===== src/rtl/seven_seg_scan_decoder.sv =====
`default_nettype none
// ============================================================================
// Module : seven_seg_scan_decoder
// Desc   : Samples a two-digit multiplexed active-low 7-segment bus and
//          reassembles complete frames into BCD digits and a 0..99 value.
// Rev    : 1.0  initial release
// ============================================================================
module seven_seg_scan_decoder #(
  parameter int STABLE_CYCLES  = 16,
  parameter int TIMEOUT_CYCLES = 4096
) (
  input  logic       sys_clk,
  input  logic       sys_rst,
  input  logic [3:0] seg,
  input  logic [7:0] segments,
  output logic [3:0] ones,
  output logic [3:0] tens,
  output logic [6:0] value,
  output logic       valid,
  output logic       frame_strobe,
  output logic       err
);

  localparam int SCW = $clog2(STABLE_CYCLES + 1);
  localparam int TCW = $clog2(TIMEOUT_CYCLES + 1);

  localparam logic [SCW-1:0] STABLE_FULL = SCW'(STABLE_CYCLES);
  localparam logic [SCW-1:0] STABLE_LAST = SCW'(STABLE_CYCLES - 1);
  localparam logic [TCW-1:0] TIMEOUT_END = TCW'(TIMEOUT_CYCLES);

  localparam logic [1:0] PH_GAP     = 2'd0;
  localparam logic [1:0] PH_ONES    = 2'd1;
  localparam logic [1:0] PH_TENS    = 2'd2;
  localparam logic [1:0] PH_ILLEGAL = 2'd3;

  localparam logic [1:0] ST_EMPTY     = 2'd0;
  localparam logic [1:0] ST_HAVE_ONES = 2'd1;
  localparam logic [1:0] ST_HAVE_TENS = 2'd2;

  // Decimal point carries no digit information.
  logic unused_dp;
  assign unused_dp = segments[7];

  logic [3:0]     seg_s1_q, seg_s1_d, seg_s2_q, seg_s2_d;
  logic [6:0]     pat_s1_q, pat_s1_d, pat_s2_q, pat_s2_d;
  logic [1:0]     prev_phase_q, prev_phase_d;
  logic [6:0]     prev_pat_q, prev_pat_d;
  logic [SCW-1:0] stab_cnt_q, stab_cnt_d;
  logic           done_q, done_d;
  logic [1:0]     state_q, state_d;
  logic [3:0]     tmp_q, tmp_d;
  logic [3:0]     ones_q, ones_d, tens_q, tens_d;
  logic [6:0]     value_q, value_d;
  logic           valid_q, valid_d;
  logic           strobe_q, strobe_d;
  logic           err_q, err_d;
  logic [TCW-1:0] tout_q, tout_d;

  logic [1:0] phase;
  logic       same;
  logic       capture;
  logic       illegal_entry;
  logic [6:0] lit;
  logic       dec_ok;
  logic [3:0] dec_digit;
  logic       emit;
  logic [3:0] new_ones, new_tens;

  always_comb begin
    seg_s1_d = seg;
    seg_s2_d = seg_s1_q;
    pat_s1_d = segments[6:0];
    pat_s2_d = pat_s1_q;

    case (seg_s2_q)
      4'b1110: phase = PH_ONES;
      4'b1101: phase = PH_TENS;
      4'b1111: phase = PH_GAP;
      default: phase = PH_ILLEGAL;
    endcase

    prev_phase_d = phase;
    prev_pat_d   = pat_s2_q;

    same = (phase == prev_phase_q) && (pat_s2_q == prev_pat_q);
    if (!same)
      stab_cnt_d = '0;
    else if (stab_cnt_q == STABLE_FULL)
      stab_cnt_d = stab_cnt_q;
    else
      stab_cnt_d = stab_cnt_q + SCW'(1);

    // One capture per phase visit; a glitch that settles back does not re-fire.
    capture = same && (stab_cnt_q == STABLE_LAST) && !done_q &&
              ((phase == PH_ONES) || (phase == PH_TENS));
    done_d  = (phase != prev_phase_q) ? 1'b0 : (done_q | capture);

    illegal_entry = (phase == PH_ILLEGAL) && (prev_phase_q != PH_ILLEGAL);

    lit    = ~pat_s2_q;
    dec_ok = 1'b1;
    case (lit)
      7'h3F, 7'h00: dec_digit = 4'd0;
      7'h06:        dec_digit = 4'd1;
      7'h5B:        dec_digit = 4'd2;
      7'h4F:        dec_digit = 4'd3;
      7'h66:        dec_digit = 4'd4;
      7'h6D:        dec_digit = 4'd5;
      7'h7D:        dec_digit = 4'd6;
      7'h07:        dec_digit = 4'd7;
      7'h7F:        dec_digit = 4'd8;
      7'h6F:        dec_digit = 4'd9;
      default: begin
        dec_digit = 4'd0;
        dec_ok    = 1'b0;
      end
    endcase

    state_d  = state_q;
    tmp_d    = tmp_q;
    ones_d   = ones_q;
    tens_d   = tens_q;
    value_d  = value_q;
    valid_d  = valid_q;
    strobe_d = 1'b0;
    err_d    = illegal_entry;
    tout_d   = tout_q;
    emit     = 1'b0;
    new_ones = (phase == PH_ONES) ? dec_digit : tmp_q;
    new_tens = (phase == PH_TENS) ? dec_digit : tmp_q;

    if (valid_q) begin
      tout_d = tout_q + TCW'(1);
      if (tout_d == TIMEOUT_END)
        valid_d = 1'b0;
    end

    if (capture) begin
      if (!dec_ok) begin
        err_d   = 1'b1;
        state_d = ST_EMPTY;
      end else begin
        case (state_q)
          ST_EMPTY: begin
            state_d = (phase == PH_ONES) ? ST_HAVE_ONES : ST_HAVE_TENS;
            tmp_d   = dec_digit;
          end
          ST_HAVE_ONES: begin
            if (phase == PH_ONES) tmp_d = dec_digit;
            else                  emit  = 1'b1;
          end
          ST_HAVE_TENS: begin
            if (phase == PH_TENS) tmp_d = dec_digit;
            else                  emit  = 1'b1;
          end
          default: state_d = ST_EMPTY;
        endcase
      end
    end

    if (emit) begin
      state_d  = ST_EMPTY;
      ones_d   = new_ones;
      tens_d   = new_tens;
      value_d  = ({3'b000, new_tens} * 7'd10) + {3'b000, new_ones};
      strobe_d = 1'b1;
      valid_d  = 1'b1;
      tout_d   = '0;
    end
  end

  always_ff @(posedge sys_clk) begin
    if (sys_rst) begin
      // Sync stages idle as "all digits off, all segments dark".
      seg_s1_q     <= 4'hF;
      seg_s2_q     <= 4'hF;
      pat_s1_q     <= 7'h7F;
      pat_s2_q     <= 7'h7F;
      prev_phase_q <= PH_GAP;
      prev_pat_q   <= 7'h7F;
      stab_cnt_q   <= '0;
      done_q       <= 1'b0;
      state_q      <= ST_EMPTY;
      tmp_q        <= 4'd0;
      ones_q       <= 4'd0;
      tens_q       <= 4'd0;
      value_q      <= 7'd0;
      valid_q      <= 1'b0;
      strobe_q     <= 1'b0;
      err_q        <= 1'b0;
      tout_q       <= '0;
    end else begin
      seg_s1_q     <= seg_s1_d;
      seg_s2_q     <= seg_s2_d;
      pat_s1_q     <= pat_s1_d;
      pat_s2_q     <= pat_s2_d;
      prev_phase_q <= prev_phase_d;
      prev_pat_q   <= prev_pat_d;
      stab_cnt_q   <= stab_cnt_d;
      done_q       <= done_d;
      state_q      <= state_d;
      tmp_q        <= tmp_d;
      ones_q       <= ones_d;
      tens_q       <= tens_d;
      value_q      <= value_d;
      valid_q      <= valid_d;
      strobe_q     <= strobe_d;
      err_q        <= err_d;
      tout_q       <= tout_d;
    end
  end

  assign ones         = ones_q;
  assign tens         = tens_q;
  assign value        = value_q;
  assign valid        = valid_q;
  assign frame_strobe = strobe_q;
  assign err          = err_q;

endmodule
`default_nettype wire


===== config.mk =====
export PLATFORM = sky130hd
export DESIGN_NAME = seven_seg_scan_decoder
export DESIGN_NICKNAME = d
export VERILOG_FILES = /design/src/rtl/seven_seg_scan_decoder.sv
export SDC_FILE = /design/constraint.sdc
export NUM_CORES = 1
export LEC_CHECK = 0
export CAP_MARGIN = 0
export CORE_ASPECT_RATIO = 0.6
export CORE_MARGIN = 8
export CORE_UTILIZATION = 57
export CTS_CLUSTER_SIZE = 12
export DETAILED_ROUTE_END_ITERATION = 8
export PLACE_DENSITY = 0.82
export SYNTH_ARGS = -nofsm -noshare
export SYNTH_HDL_FRONTEND = slang
export SYNTH_SLANG_ARGS = --single-unit

===== constraint.sdc =====
create_clock -name sys_clk -period 3.8 [get_ports sys_clk]
set_clock_uncertainty 0.05 [all_clocks]
set_input_delay 0.57 -clock sys_clk [delete_from_list [all_inputs] [get_ports sys_clk]]
set_output_delay 0.57 -clock sys_clk [all_outputs]
set_load 0.01 [all_outputs]

==> metrics.sh <==
SEQ_AREA_FRAC_SYNTH_PCT=41.3
ORDERED_CELL_LIST_FOR_THE_CRITICAL_PATH='nand3_2 > or4_4 > and3_1 > o21ai_0 > ha_1 > ha_1 > fa_1 > nand2_1 > nor2_1 > xnor2_1 > xnor2_1 > a211oi_1'
CTSHTREEMAXLEVEL=3
NUMBER_OF_REGISTER_BITS_INFERRED_BY_SYNTHESIS=73
POST_SYNTH.CELL_AREA_AVG_UM2=8.99
POSTCTSSETUPREPAIRBUFS=0
GRT_SETUP_UNREPAIRED='no'
CLK_LATENCY_NS=0.33
POST-ROUTE-PERIOD-UTIL_PCT=92.4
SYNTHESIS.INSTANCES=393
GLOBALROUTETOTALUTIL_PCT=16.1
CTS_MADE_BUFFERS=9
LAYOUT.NETS=444
VIASPERCELL=5.51
GRT_START_MAX_NET_PINS=31
DRIVE_ABOVE_1_SHARE_PCT=13.4
FINALWORSTSETUPSLACK_NS=0.289
PATH_MAX_FANOUT=8
CTS.REPAIR.RESIZED=0
SYN-NUM-NETS=423
SETUP.WORST_PATH.START='pat_s2_q[5]'
CRIT_END_ELEMENT='flop'
FLOORPLAN.ROWS=22
RESULT_OF_THE_RUN='finished clean'
SETUP-TNS-FINAL_NS=0
WORST-ENDPOINT-REQUIRED_NS=4.00
SEQ_POWER_SHARE_PCT=54.2
SLEW-LIMIT-HEADROOM_PCT=52.2
CLOCK_TREE.BUFFER_DEPTH=2
VIAS=2767
SYN_TO_FINAL_GROWTH_PCT=15.0
DIE_SPAN_X_UM=118
SW_FRAC_OF_TOTAL_PCT=21.6
WORST_SETUP_SLACK_POST_DPL_NS=0.324
COUNT_OF_FINAL_HOLD_CHECK_VIOLATIONS=0
DIEAREA_UM2=9060
FIN_CRIT_NS=3.51
DETAILEDROUTE.FIRSTPASSITERATIONCOUNT=5
POST-ROUTE-DRC-COUNT=0
PATH_CLASS='flop to flop'
DRT-MET1-WL_MM=3.42
FINALWEIGHTEDCONGESTION=0.892
CORE_UM2=6060
LOGIC_PWR_SHARE_PCT=5.3
SLOWEST_DELAY_NS=0.52
ASYNCSETRESETFLOPFRACSYNTH_PCT=0
ANTENNA_FOUND_INITIAL=0
REMAINING_ANTENNA_VIOLATION_COUNT=0
HOLD_BUFFERS=0
INITIAL_CORE_UTIL_PCT=58.4
FF2FF_SETUP_SLACK_NS=0.29
WIRE_LENGTH_OF_THE_FIRST_GLOBAL_ROUTING_PASS_MM=12.4
ROUTED_LENGTH_PER_INSTANCE_UM=14.1
YS_TOP_CELLS_BY_AREA='dfxtp_1, xor2_1, or2_2'
CP_NUM_BUF_INV=0
SYNTHDOMINANTAREACELLTYPE='dfxtp_1'
SYNTH_CELL_TYPES=60
PATH_DELAY_FAMILY='simple AND/OR/NAND/NOR gates'
ROUTE.MET3.WL_UM=450
VDD_IR_DROP_MAX_uV=253
FIRST_ITER_VIOLATIONS=186
POWERDENSITY_nW_PER_UM2=361
TOP_LAYER_USED='met4'
GR-TOTAL-OVERFLOW=0
SETUP_VIOL=0
CELLINTERNALPOWER_uW=1150
SYNTHTOPCELLSBYCOUNT='dfxtp_1, nor2_1, or2_2'
R2R_START='pat_s2_q[5]'
MAXSLEWVIOLCOUNT=0
POST-DP-HPWL_MM=5.18
MET2WIRELENGTH_MM=3.14
NUMBER_OF_I_O_PORT_BUFFERS=30
NETLIST.AREA_LEADER.SHARE_PCT=41.3
CLOCK.FMAX_MHz=285
WORST_SLEW_PIN_SLEW_NS=0.716
CRITPATHSLOWESTCELL='fa_1'
WORSTHOLDPATHTYPE='flop to flop'
MIN-DELAY-START='pat_s1_q[3]'
CLK_PIN_SLEW_NS=0.07
N_ANTENNA_CELL=0
DRV.MAX_CAP_VIOLATION_COUNT=0
DIE_HEIGHT_UM=77.0
BOUNDARY_PINS=32
YOSYSWARNINGS=0
CTS_ROOT_BUFFER='clkbuf_8'
CLOCK_TREE_FROM_TRITONCTS='done'
SYN_AREA_UM2=3530
CLOCK_SINK_COUNT=73
FIRST_GLOBAL_VIAS=2658
SYNTH_ENABLE_FLOP_CELLS=0
TIMING.CRITICAL_PATH.ARRIVAL_NS=3.71
YOSYS_MOST_USED_DFF='dfxtp_1'
SYNTHMOSTINSTANTIATEDCELL='dfxtp_1'
CLOCK_POWER_SHARE_PCT=40.5
POWER.STATIC_LEAKAGE_uW=0.00148
ROUTE.FINAL.WIRE_LENGTH_MM=7.09
CRIT_PATH_START_KIND='flop'
TOTAL_SWITCHING_POWER_uW=316
[kinds of logic (layout without fill, tap and decap cells)]
kind of cell / count (synthesis) / count (layout) / share of synthesized area, %
AND/OR/NAND/NOR: 163 / 163 / 24.7
flip-flops: 73 / 73 / 41.3
AO/OA/AOI/OAI: 57 / 57 / 11.2
buffers and inverters: 38 / 63 / 4.78
XOR/XNOR: 34 / 34 / 8.42
adder cells (fa/ha/maj): 16 / 16 / 6.09
multiplexers: 12 / 12 / 3.40
[metal layers]
metal | GRT usage [%] | vias up
met1 | 21.5 | 1293
met2 | 24.2 | 68
met5 | 0 | -
li1 | - | 1397
met3 | 5.19 | 9
met4 | 4.96 | 0
[power by group through the flow]
stage	clock [µW]	combinational, µW	sequential, µW
3_5_place_dp	0	76.2	812
4_1_cts	606	76.8	795
6_report	595	77.3	795
3_3_place_gp	0	73.6	811
2_1_floorplan	0	58.2	803
5_1_grt	641	85.9	797
[layout make-up]
class	instances	area (µm²)
Clock buffer	12	155
Clock inverter	3	40.0
Fill cell	488	1990
Inverter	13	48.8
Multi-Input combinational cell	282	1920
Sequential cell	73	1460
Tap cell	84	105
Timing Repair Buffer	35	338
[final timing paths]
check           endpoint  cells after the start
min reg2reg  pat_s2_q[3]                      1
max reg2reg     value[6]                     12
max             value[6]                     12
min          pat_s2_q[3]                      1
[layout by cell type, fill, tap and decap left out, drive strengths merged, types with 4 or more instances in the layout]
cell type,n
nand4b,4
nand2,22
dfxtp,73
or2,31
xor2,22
inv,13
xnor2,12
clkdlybuf4s50,30
o21ai,11
a21oi,13
and3,6
a211oi,5
nor2,42
buf,5
nand4,9
ha,14
nor4,5
a31oi,4
mux2i,12
clkbuf,12
nor3,8
nand3,18
[flip-flops by register name, indices dropped and copies added (netlist names), 5 cells and up]
name / count
prev_pat_q: 7
pat_s2_q: 7
pat_s1_q: 7
tout_q: 13
stab_cnt_q: 5
value: 6
[metrics by stage]
step	util, %	instance area, µm²	cells	hold slack, ns	total power (µW)
6_report	67.1	4060	502	0.359	1470
5_1_grt	67.1	4060	502	0.375	1520
4_1_cts	67.1	4060	502	0.363	1480
3_5_place_dp	63.9	3870	487	0.346	889
3_3_place_gp	63.9	3870	487	0.344	885
2_1_floorplan	-	3530	393	0.339	861
Power figures use the tool's default switching activity.
